## config.mk

```make
export PLATFORM = sky130hd
export DESIGN_NAME = wb_unit
export DESIGN_NICKNAME = d
export VERILOG_FILES = /design/src/rtl/wb_unit.sv
export SDC_FILE = /design/constraint.sdc
export NUM_CORES = 1
export LEC_CHECK = 0
export BUFFER_PORTS_ARGS = -buffer_cell sky130_fd_sc_hd__buf_2
export CELL_PAD_IN_SITES_DETAIL_PLACEMENT = 0
export CELL_PAD_IN_SITES_GLOBAL_PLACEMENT = 1
export CORE_ASPECT_RATIO = 1.2
export CORE_MARGIN = 2
export CORE_UTILIZATION = 35
export CTS_BUF_LIST = sky130_fd_sc_hd__clkbuf_4 sky130_fd_sc_hd__clkbuf_8
export DETAILED_ROUTE_END_ITERATION = 8
export GPL_TIMING_DRIVEN = 0
export PLACE_DENSITY_LB_ADDON = 0.1
export SLEW_MARGIN = 20
export SYNTH_ARGS = -nofsm -noshare
export SYNTH_HDL_FRONTEND = slang
export SYNTH_SLANG_ARGS = --single-unit
```

## constraint.sdc

```tcl
create_clock -name clk -period 3 [get_ports clk]
set_clock_uncertainty 0.2 [all_clocks]
set_input_delay 0.15 -clock clk [delete_from_list [all_inputs] [get_ports clk]]
set_output_delay 0.15 -clock clk [all_outputs]
set_load 0.03 [all_outputs]
```

## src/rtl/wb_unit.sv

```systemverilog
// wb_unit: write-back stage of the non-pipelined 16-bit core.
// Takes a retiring instruction's destination and result source, and selects
// the write data from the ALU, the immediate, the link value or a memory load.
// Loads wait for mem_rvalid (bounded by MEM_TIMEOUT) and are byte-extracted.
// Every register-file write is a registered one-cycle rf_we pulse. r0 is never
// written.
//
// Ports:
//   clk, rst          rising-edge clock, synchronous active-high reset
//   wb_valid/ready    instruction handshake (ready only while idle)
//   wb_rd, wb_sel     destination register and result source
//   wb_ld_mode        load extraction mode
//   alu_result, imm_data, link_data   non-load sources
//   mem_rvalid/rdata  load response
//   rf_we/waddr/wdata register-file write port (registered)
//   wb_busy           waiting on memory
//   wb_err            one-cycle pulse when a load times out
// Optional (macro WB_BYPASS_EN):
//   rs1_addr/rs2_addr, rs1_rdata/rs2_rdata in; rs1_fwd/rs2_fwd out
//   These forward the same-cycle register-file write to decode.
module wb_unit #(
    parameter int DATA_W      = 16,
    parameter int ADDR_W      = 4,
    parameter int MEM_TIMEOUT = 15
) (
    input  logic              clk,
    input  logic              rst,
    input  logic              wb_valid,
    output logic              wb_ready,
    input  logic [ADDR_W-1:0] wb_rd,
    input  logic [1:0]        wb_sel,
    input  logic [1:0]        wb_ld_mode,
    input  logic [DATA_W-1:0] alu_result,
    input  logic [DATA_W-1:0] imm_data,
    input  logic [DATA_W-1:0] link_data,
    input  logic              mem_rvalid,
    input  logic [DATA_W-1:0] mem_rdata,
    output logic              rf_we,
    output logic [ADDR_W-1:0] rf_waddr,
    output logic [DATA_W-1:0] rf_wdata,
    output logic              wb_busy,
    output logic              wb_err
`ifdef WB_BYPASS_EN
    ,
    input  logic [ADDR_W-1:0] rs1_addr,
    input  logic [ADDR_W-1:0] rs2_addr,
    input  logic [DATA_W-1:0] rs1_rdata,
    input  logic [DATA_W-1:0] rs2_rdata,
    output logic [DATA_W-1:0] rs1_fwd,
    output logic [DATA_W-1:0] rs2_fwd
`endif
);

    typedef enum logic {
        IDLE     = 1'b0,
        WAIT_MEM = 1'b1
    } state_t;

    state_t            state, state_nxt;
    logic [7:0]        cnt, cnt_nxt;
    logic [ADDR_W-1:0] ld_rd, ld_rd_nxt;
    logic [1:0]        ld_mode, ld_mode_nxt;
    logic              we_nxt, err_nxt;
    logic [ADDR_W-1:0] waddr_nxt;
    logic [DATA_W-1:0] wdata_nxt;
    logic [DATA_W-1:0] ld_data;

    assign wb_ready = (state == IDLE);
    assign wb_busy  = (state == WAIT_MEM);

    always_comb begin
        ld_data = mem_rdata;
        unique case (ld_mode)
            2'b00: ld_data = mem_rdata;
            2'b01: ld_data = {{(DATA_W-8){mem_rdata[7]}}, mem_rdata[7:0]};
            2'b10: ld_data = {{(DATA_W-8){1'b0}}, mem_rdata[7:0]};
            2'b11: ld_data = {{(DATA_W-8){mem_rdata[15]}}, mem_rdata[15:8]};
            default: ld_data = mem_rdata;
        endcase
    end

    always_comb begin
        state_nxt   = state;
        cnt_nxt     = cnt;
        ld_rd_nxt   = ld_rd;
        ld_mode_nxt = ld_mode;
        we_nxt      = 1'b0;
        err_nxt     = 1'b0;
        waddr_nxt   = rf_waddr;
        wdata_nxt   = rf_wdata;
        unique case (state)
            IDLE: begin
                if (wb_valid) begin
                    if (wb_sel == 2'b01) begin
                        ld_rd_nxt   = wb_rd;
                        ld_mode_nxt = wb_ld_mode;
                        cnt_nxt     = '0;
                        state_nxt   = WAIT_MEM;
                    end else begin
                        we_nxt    = (wb_rd != '0);
                        waddr_nxt = wb_rd;
                        unique case (wb_sel)
                            2'b10:   wdata_nxt = imm_data;
                            2'b11:   wdata_nxt = link_data;
                            default: wdata_nxt = alu_result;
                        endcase
                    end
                end
            end
            WAIT_MEM: begin
                // Data arriving in the timeout cycle still wins over the abort.
                if (mem_rvalid) begin
                    we_nxt    = (ld_rd != '0);
                    waddr_nxt = ld_rd;
                    wdata_nxt = ld_data;
                    state_nxt = IDLE;
                end else if (cnt == 8'(MEM_TIMEOUT - 1)) begin
                    err_nxt   = 1'b1;
                    state_nxt = IDLE;
                end else begin
                    cnt_nxt = cnt + 8'd1;
                end
            end
            default: state_nxt = IDLE;
        endcase
    end

    always_ff @(posedge clk) begin
        if (rst) begin
            state    <= IDLE;
            cnt      <= '0;
            ld_rd    <= '0;
            ld_mode  <= '0;
            rf_we    <= 1'b0;
            rf_waddr <= '0;
            rf_wdata <= '0;
            wb_err   <= 1'b0;
        end else begin
            state    <= state_nxt;
            cnt      <= cnt_nxt;
            ld_rd    <= ld_rd_nxt;
            ld_mode  <= ld_mode_nxt;
            rf_we    <= we_nxt;
            rf_waddr <= waddr_nxt;
            rf_wdata <= wdata_nxt;
            wb_err   <= err_nxt;
        end
    end

`ifdef WB_BYPASS_EN
    assign rs1_fwd = (rf_we && rf_waddr == rs1_addr) ? rf_wdata : rs1_rdata;
    assign rs2_fwd = (rf_we && rf_waddr == rs2_addr) ? rf_wdata : rs2_rdata;
`endif

endmodule

```

Word level (Yosys, flattened, before mapping)
Index checks and enable logic that the tools add are counted.
- flip-flop bits (word level): 37
- bits of input ports: 76
- output and inout bits: 24
- word-level logic and storage cells: 55
- add/sub/neg operators: 1
- eq/ne operators: 13
- mux-type cells: 25
- bitwise logic cells: 1
- reductions and logical operators: 7
- operators by type and width (operator ; number):
    case mux 16 bit (2 select lines) ; 2
    case mux 16 bit (4 select lines) ; 1
    two-way mux 16 bit ; 3
    two-way mux 8 bit ; 4
    case mux 8 bit (2 select lines) ; 1
    two-way mux 4 bit ; 3
    != test 2 bit, second input constant ; 5
    adder 8 x 1 -> 8 bit, second input constant ; 1
    equality test 2 bit, second input constant ; 4
    equality test 8 x 4 -> 1 bit, second input constant ; 1
    two-way mux 1 bit ; 8
    case mux 4 bit (2 select lines) ; 1
    nonzero test 4 bit ; 2
    AND reduction 3 bit ; 2
    equality test 2 x 1 -> 1 bit, second input constant ; 2
    case mux 1 bit (2 select lines) ; 2
    AND reduction 4 bit ; 1
    OR reduction 3 bit ; 1
    logical NOT 2 bit ; 1
    != test 2 x 1 -> 1 bit, second input constant ; 1
    inverter 1 bit ; 1

Longest topological paths before layout
Gate-level depths: netlist of the first run.
- depth after elaboration: 5
- depth in mapped cells: 7
- depth with buffers taken out: 5

Worst setup path before layout of the first run
No wires, ideal clock.
- kind: flip-flop to flip-flop
- from: register state (netlist: wb_busy)
- to: register rf_wdata[13]
- library setup time: 0.117 ns
- arrival time: 1.424 ns
- required time: 2.683 ns
- setup slack: 1.258 ns
- cell stages (with the launch flop): 8
- buffers on the path: 3
- period minus slack after synthesis: 1.742 ns
- path through: dfxtp_1 buf_6 nand2b_1 o21ai_2 buf_6 nor2_4 buf_6 a32o_1
- cells in the longest elaborated chain, start to end: 3
- elaborated cells between the ends (all ways): 6
- those cells by class: eq/ne (3); mux (1); bitwise (1); reduce/logical (1)
- ends and longest elaborated chain (element ; RTL line ; source):
    start, declared ; 59 ; state_t state, state_nxt;
    start signal, assigned ; 139 ; state <= state_nxt;
    inverter 1 bit ; n/a ;
    != test 2 bit (no line) ; n/a ;
    AND reduction 3 bit (no line) ; n/a ;
    end signal, assigned ; 145 ; rf_wdata <= wdata_nxt;
    end, declared ; 40 ; output logic [DATA_W-1:0] rf_wdata,
Parallel ways exist; a longest one is shown, timed or not.
A chain may end at the register's enable or synchronous reset.

Worst setup path after layout of the first run
- from: register state (netlist: wb_busy)
- to: output wb_ready
- cells in the longest elaborated chain, start to end: 1
- ends and longest elaborated chain (element ; RTL line ; source):
    inverter 1 bit ; n/a ;
    end, declared ; 29 ; output logic wb_ready,
Every way passes these cells.

==> impl_metrics.ini, run 1 <==
[critical_path]
path_cells = buf_6 -> clkbuf_1 -> inv_1 -> buf_2
ff2ff_path_depth = 6
crit_type = reg -> out
endpoint_kind = output port
rr_endpoint = rf_wdata[9]
cp_num_cells = 4
worstPathRequired_ps = 2650
start_kind = flop
r2r_setup_slack_ps = 1270
arrival_ps = 1430
cpPeakStageDelay_ps = 380
timing.rr.start = wb_busy
worst-path-buf-inv = 4
cp_slowest_cell = dfxtp_1
crit_path_max_fanout = 10
crit_start = wb_busy
crit_family = buffers and inverters

[power]
power_frac_seq = 0.444
clkPwrFrac = 0.319
p_per_area_mw_per_mm2 = 415
switching_share = 0.292
internal_power_uw = 851
p_sw_uw = 351
power.static_leakage_nw = 1.24
vdd_ir_drop_max_uv = 201
p_total_mw = 1.20
share_comb_of_total_power = 0.237

[cts]
cts_buffer_depth = 2
cts.clk_slew.worst_paths_ps = 70
tritoncts = yes
worstSkewPairLatency_ps = 290
root_buffer = clkbuf_8
cts_buffers = 5
cts_repair_resize_count = 0
post_cts_buffers = 0
cts.htree.levels = 2
clkSinkCount = 37

[route]
drc = 0
routed_wl_um = 6110
drt_first_pass_iters = 4
vias = 2113
ant_nets = 0
wl_per_cell_um = 14.0
first_iter_violations = 55
viasPerCell = 4.85

[logic_synthesis]
ys_types = 41
synthFlopType = dfxtp_1
synth.cell_area_sq_mm = 0.00213
yosys_warnings = 0
avgSynthCellArea_sq_um = 8.85
synth_seq_cells = 37
synth_edf_count = 0
ys_seq_area_frac = 0.347
async_flop_share = 0
syn_nets = 319
synthCells = 241

[final_layout]
drive_gt1_frac = 0.367
nets = 431
finalNonFillerCells = 436
diodes = 0
areaGrowthSynthToFinish_pct = 35.9
fin_util = 0.485
fill_cells = 643

[timing]
worst_slew_pin_slew_ps = 610
finalMaxSlewViolations = 0
fin_crit_ps = 1780
rsz0062_at_grt = no
tns_ps = 0
max_clock_freq_ghz = 0.561
fin_crit_sh = 0.594
hold_violations = 0
relSlewSlack = 0.593
setup_viol = 0

[die]
dieArea_sq_mm = 0.00673
die_h_um = 89.5
core_sq_mm = 0.00597
start_util = 0.357
row_count = 31
die_w_um = 75.3
boundaryPins = 100

[hold_path]
worstHoldPathCells = 3
hold_start = mem_rdata[13]
hold_end = rf_wdata[13]
hold_path.class = in -> reg

[flow_run]
drv_cap = 0

[global_routing]
antenna_found_initial = 0
grt_pass1_wl_um = 9040
grt_max_degree = 12
grt_use_total = 0.180
grt_pass1_vias = 1948
overflow = 0

[placed_design]
gp_congestion = 0.808
numPortBuffers = 98
dp.cells = 421
dp_hpwl_um = 4700

[run_status]
outcome = completed
Yosys cell counts, types with 2 or more instances:
master	instances	area share
nor4_1	3	0.0088
a21oi_1	26	0.061
buf_6	3	0.016
nand2_1	18	0.032
o32ai_1	2	0.0082
nor2b_1	2	0.0059
xnor2_1	3	0.012
nand4_1	2	0.0059
buf_4	2	0.0070
inv_1	5	0.0088
nor3_1	5	0.012
o2bb2ai_1	8	0.033
nand2b_1	5	0.015
a21o_1	7	0.025
nor2_1	20	0.035
buf_2	4	0.0094
clkbuf_1	8	0.014
a32o_1	7	0.033
mux2_2	8	0.042
a211oi_1	13	0.046
and2b_1	2	0.0070
nand3_1	8	0.019
a31oi_1	3	0.0088
mux2i_1	22	0.10
ha_1	2	0.012
dfxtp_1	37	0.35
nand3b_1	2	0.0070
worst register-to-register path: cells and delay by family, from the launching register on:
family                 cells  cell delay [ps]
buffers and inverters      2              420
AO/OA/AOI/OAI              2              410
flip-flops                 1              340
AND/OR/NAND/NOR            2              310
how the worst max path moves through the flow:
| stage | endpoint | slack, ps |
|---|---|---|
| after global routing | wb_ready | 1100 |
| after CTS | wb_ready | 1180 |
| after detailed placement | rf_waddr[2] | 1240 |
| final | wb_ready | 1220 |
| after global placement | rf_waddr[2] | 1190 |
| after floorplan | rf_wdata[13] | 1260 |
per-stage QoR:
step           setup slack (ps)  cell area, sq um  hold slack [ps]
6_report                   1220              2900             37.6
5_1_grt                    1100              2900             30.8
4_1_cts                    1180              2900             29.6
3_5_place_dp               1240              2730              215
3_3_place_gp               1190              2730              214
2_1_floorplan              1260              2130             21.6
power groups by stage:
stage / registers, mW / clock network [mW] / logic [mW]
5_1_grt: 0.537 / 0.422 / 0.314
6_report: 0.534 / 0.384 / 0.285
4_1_cts: 0.533 / 0.399 / 0.289
3_3_place_gp: 0.544 / 0 / 0.281
3_5_place_dp: 0.545 / 0 / 0.282
2_1_floorplan: 0.594 / 0 / 0.124
cells by family after synthesis:
logic type	count (synthesis)	synth area share
buf+inv	23	0.0569
compound gates	71	0.240
xor+xnor	3	0.0123
mux	30	0.146
flops	37	0.347
simple gates	75	0.186
fa+ha+maj	2	0.0117
cells in the final DEF, fill, tap and decap left out, drive strengths merged, types with 5 or more instances in the layout:
cell type,count
buf,108
dfxtp,37
a21oi,26
mux2i,22
nor2,21
nand2,18
clkbuf,15
a211oi,13
nand3,8
mux2,8
o2bb2ai,8
a21o,7
a32o,7
dlygate4sd3,7
nor3,6
inv,5
nand2b,5
layer usage:
layer,vias to the layer above,global-route usage,part of all wire
met4,0,0.0638,0.015
met1,922,0.216,0.44
li1,1110,-,-
met5,-,0,0
met3,9,0.0417,0.068
met2,72,0.313,0.48
flip-flops by register name (all words and copies together), names as in the netlist:
name,count
rf_waddr,4
ld_mode,2
wb_err,1
cnt,8
wb_busy,1
rf_we,1
rf_wdata,16
ld_rd,4
cell type report:
type / count / area, sq um / share of cell area
sequential: 37 / 741 / 0.256
timing repair buffer: 105 / 561 / 0.194
clock buffer: 7 / 96.3 / 0.0333
tap: 82 / 103 / 0.0354
multi-input combinational: 181 / 1270 / 0.438
inverter: 5 / 18.8 / 0.00648
buffer: 18 / 103 / 0.0354
clock inverter: 1 / 5.00 / 0.00173
timing repair:
action	in CTS	in global routing
endpoints found under the setup margin	0	0
endpoints found under the hold margin	7	0
hold buffers	7	0
Power figures use the tool's default switching activity.
==> run 2: changes to the inputs <==
--- a/config.mk
+++ b/config.mk
@@ -10,7 +10,7 @@
 export CELL_PAD_IN_SITES_GLOBAL_PLACEMENT = 1
 export CORE_ASPECT_RATIO = 1.2
 export CORE_MARGIN = 2
-export CORE_UTILIZATION = 35
+export CORE_UTILIZATION = 31
 export CTS_BUF_LIST = sky130_fd_sc_hd__clkbuf_4 sky130_fd_sc_hd__clkbuf_8
 export DETAILED_ROUTE_END_ITERATION = 8
 export GPL_TIMING_DRIVEN = 0
==> constraint.sdc (replaced) <==
create_clock -name clk -period 1.6 [get_ports clk]
set_clock_uncertainty 0.2 [all_clocks]
set_input_delay 0.08 -clock clk [delete_from_list [all_inputs] [get_ports clk]]
set_output_delay 0.08 -clock clk [all_outputs]
set_load 0.03 [all_outputs]
==> run 2 against run 1 <==
  * The flow now finishes with violations (setup timing)
  * Non-clock buffer count increased by 19
  * Sequential cell count unchanged
  * Global-route usage decreased by 0.69 points
  * Via count grew 4.5%
  * Sequential share of layout area down 2.2 points
  * Utilization is 0.58 points lower
  * Routed wire length is 8.1% higher
  * Die area grew 12%
==> impl_metrics.ini, run 2 (synthesized netlist as in run 1, its figures left out) <==
[placed_design]
dpl_worst_slack_ps = -137
post_dp_cell_area_sq_mm = 0.00276
dp_hpwl_um = 4940
numPortBuffers = 98
dp.cells = 426
gp_congestion = 0.763

[power]
share_comb_of_total_power = 0.244
p_sw_uw = 700
power.static_leakage_nw = 1.39
clkPwrFrac = 0.349
p_total_mw = 2.46
power_frac_seq = 0.407
vdd_ir_drop_max_uv = 421
switching_share = 0.284
internal_power_mw = 1.76
p_per_area_mw_per_mm2 = 763

[timing]
finalMaxSlewViolations = 0
relSlewSlack = 0.650
setup_viol = 3
fin_crit_ps = 1610
tns_ps = -24.6
hold_violations = 0
rsz0062_at_grt = yes
max_clock_freq_ghz = 0.621
fin_crit_sh = 1.01
hold_ws_ps = 14.4
worst_slew_pin_slew_ps = 525
finalWorstSetupSlack_ps = -11.1

[cts]
tritoncts = yes
clkSinkCount = 37
cts_buffers = 5
worstSkewPairLatency_ps = 290
cts.htree.levels = 2
cts.clk_slew.worst_paths_ps = 80
cts_buffer_depth = 2
root_buffer = clkbuf_8

[route]
vias = 2209
drt_first_pass_iters = 4
ant_nets = 0
viasPerCell = 4.80
drc = 0
routed_wl_um = 6600
first_iter_violations = 52
wl_per_cell_um = 14.4

[critical_path]
start_kind = flop
crit_path_max_fanout = 5
crit_type = reg -> reg
worstPathRequired_ps = 1560
endpoint_kind = flop
arrival_ps = 1580

[final_layout]
fill_cells = 679
finalNonFillerCells = 460
fin_util = 0.479
diodes = 0
final_cell_mix = buf_2, dfxtp_1, a21oi_1, mux2i_1, nor2_1
areaGrowthSynthToFinish_pct = 51.2
fin_area_sq_mm = 0.00322
largest_register_ffs = 16
largestRegisters = rf_wdata: 16 flops, cnt: 8 flops
final_common_cell = buf_2
largest_register = rf_wdata
drive_gt1_frac = 0.442
regArea_sq_um = 753
multi_input_area_sq_mm = 0.00135
nets = 450

[die]
die_w_um = 79.7
start_util = 0.317
dieArea_sq_mm = 0.00756
core_sq_mm = 0.00673
row_count = 33
die_h_um = 94.8
boundaryPins = 100

[global_routing]
grt_use_total = 0.173
grt_max_degree = 13
grt_pass1_vias = 2065
overflow = 0
grt_pass1_wl_um = 10000
antenna_found_initial = 0

[run_status]
outcome = finished with violations
violations = setup timing

[hold_path]
hold_path.class = in -> reg

[flow_run]
drv_cap = 0
## run 2: what timing repair did
| item | CTS | global route |
|---|---|---|
| hold buffers | 16 | 0 |
| pin swaps | 0 | 8 |
| endpoints found under the hold margin | 20 | 0 |
| resized for setup | 12 | 28 |
| setup endpoints to repair | 26 | 28 |
| gates cloned | 2 | 0 |
| setup buffers | 4 | 6 |
## run 2: path summary, 6_finish.rpt
| check | startpoint | end | slack, ps | cells after the start |
|---|---|---|---|---|
| setup / recovery | wb_busy | cnt[7] | -10 | 5 |
| hold / removal | mem_rdata[15] | rf_wdata[15] | 10 | 3 |
| setup reg to reg | wb_busy | cnt[7] | -10 | 5 |
| hold reg to reg | rf_wdata[8] | rf_wdata[8] | 260 | 1 |
## run 2: layout make-up
class / count / area share
multi-input cells: 181 / 0.419
inverters: 5 / 0.00582
flip-flops and latches: 37 / 0.234
clock inverters: 2 / 0.0116
plain buffers: 16 / 0.0365
clock buffers: 6 / 0.0256
well taps: 87 / 0.0338
repair buffers: 126 / 0.234
## run 2: critical path: stages, from the launching register on
cell       delay [ps]
dfxtp_4           360
buf_6             130
nand4bb_4         230
a2111oi_4         350
xnor2_1           170
nor3_2             50
## run 2: power groups by stage
stage               clock (mW)  sequential (mW)  combinational [mW]
floorplan                    0             1.11               0.241
detailed placement           0             1.02               0.541
global placement             0             1.02               0.539
global route             0.933             1.01               0.653
finish                   0.859             1.00               0.600
CTS                      0.884             1.00               0.589
## run 2: metal layers
layer  global-route usage  part of all wire
met3               0.0373             0.064
met4               0.0345            0.0041
met1                0.218              0.45
met5                    0                 0
met2                0.305              0.49
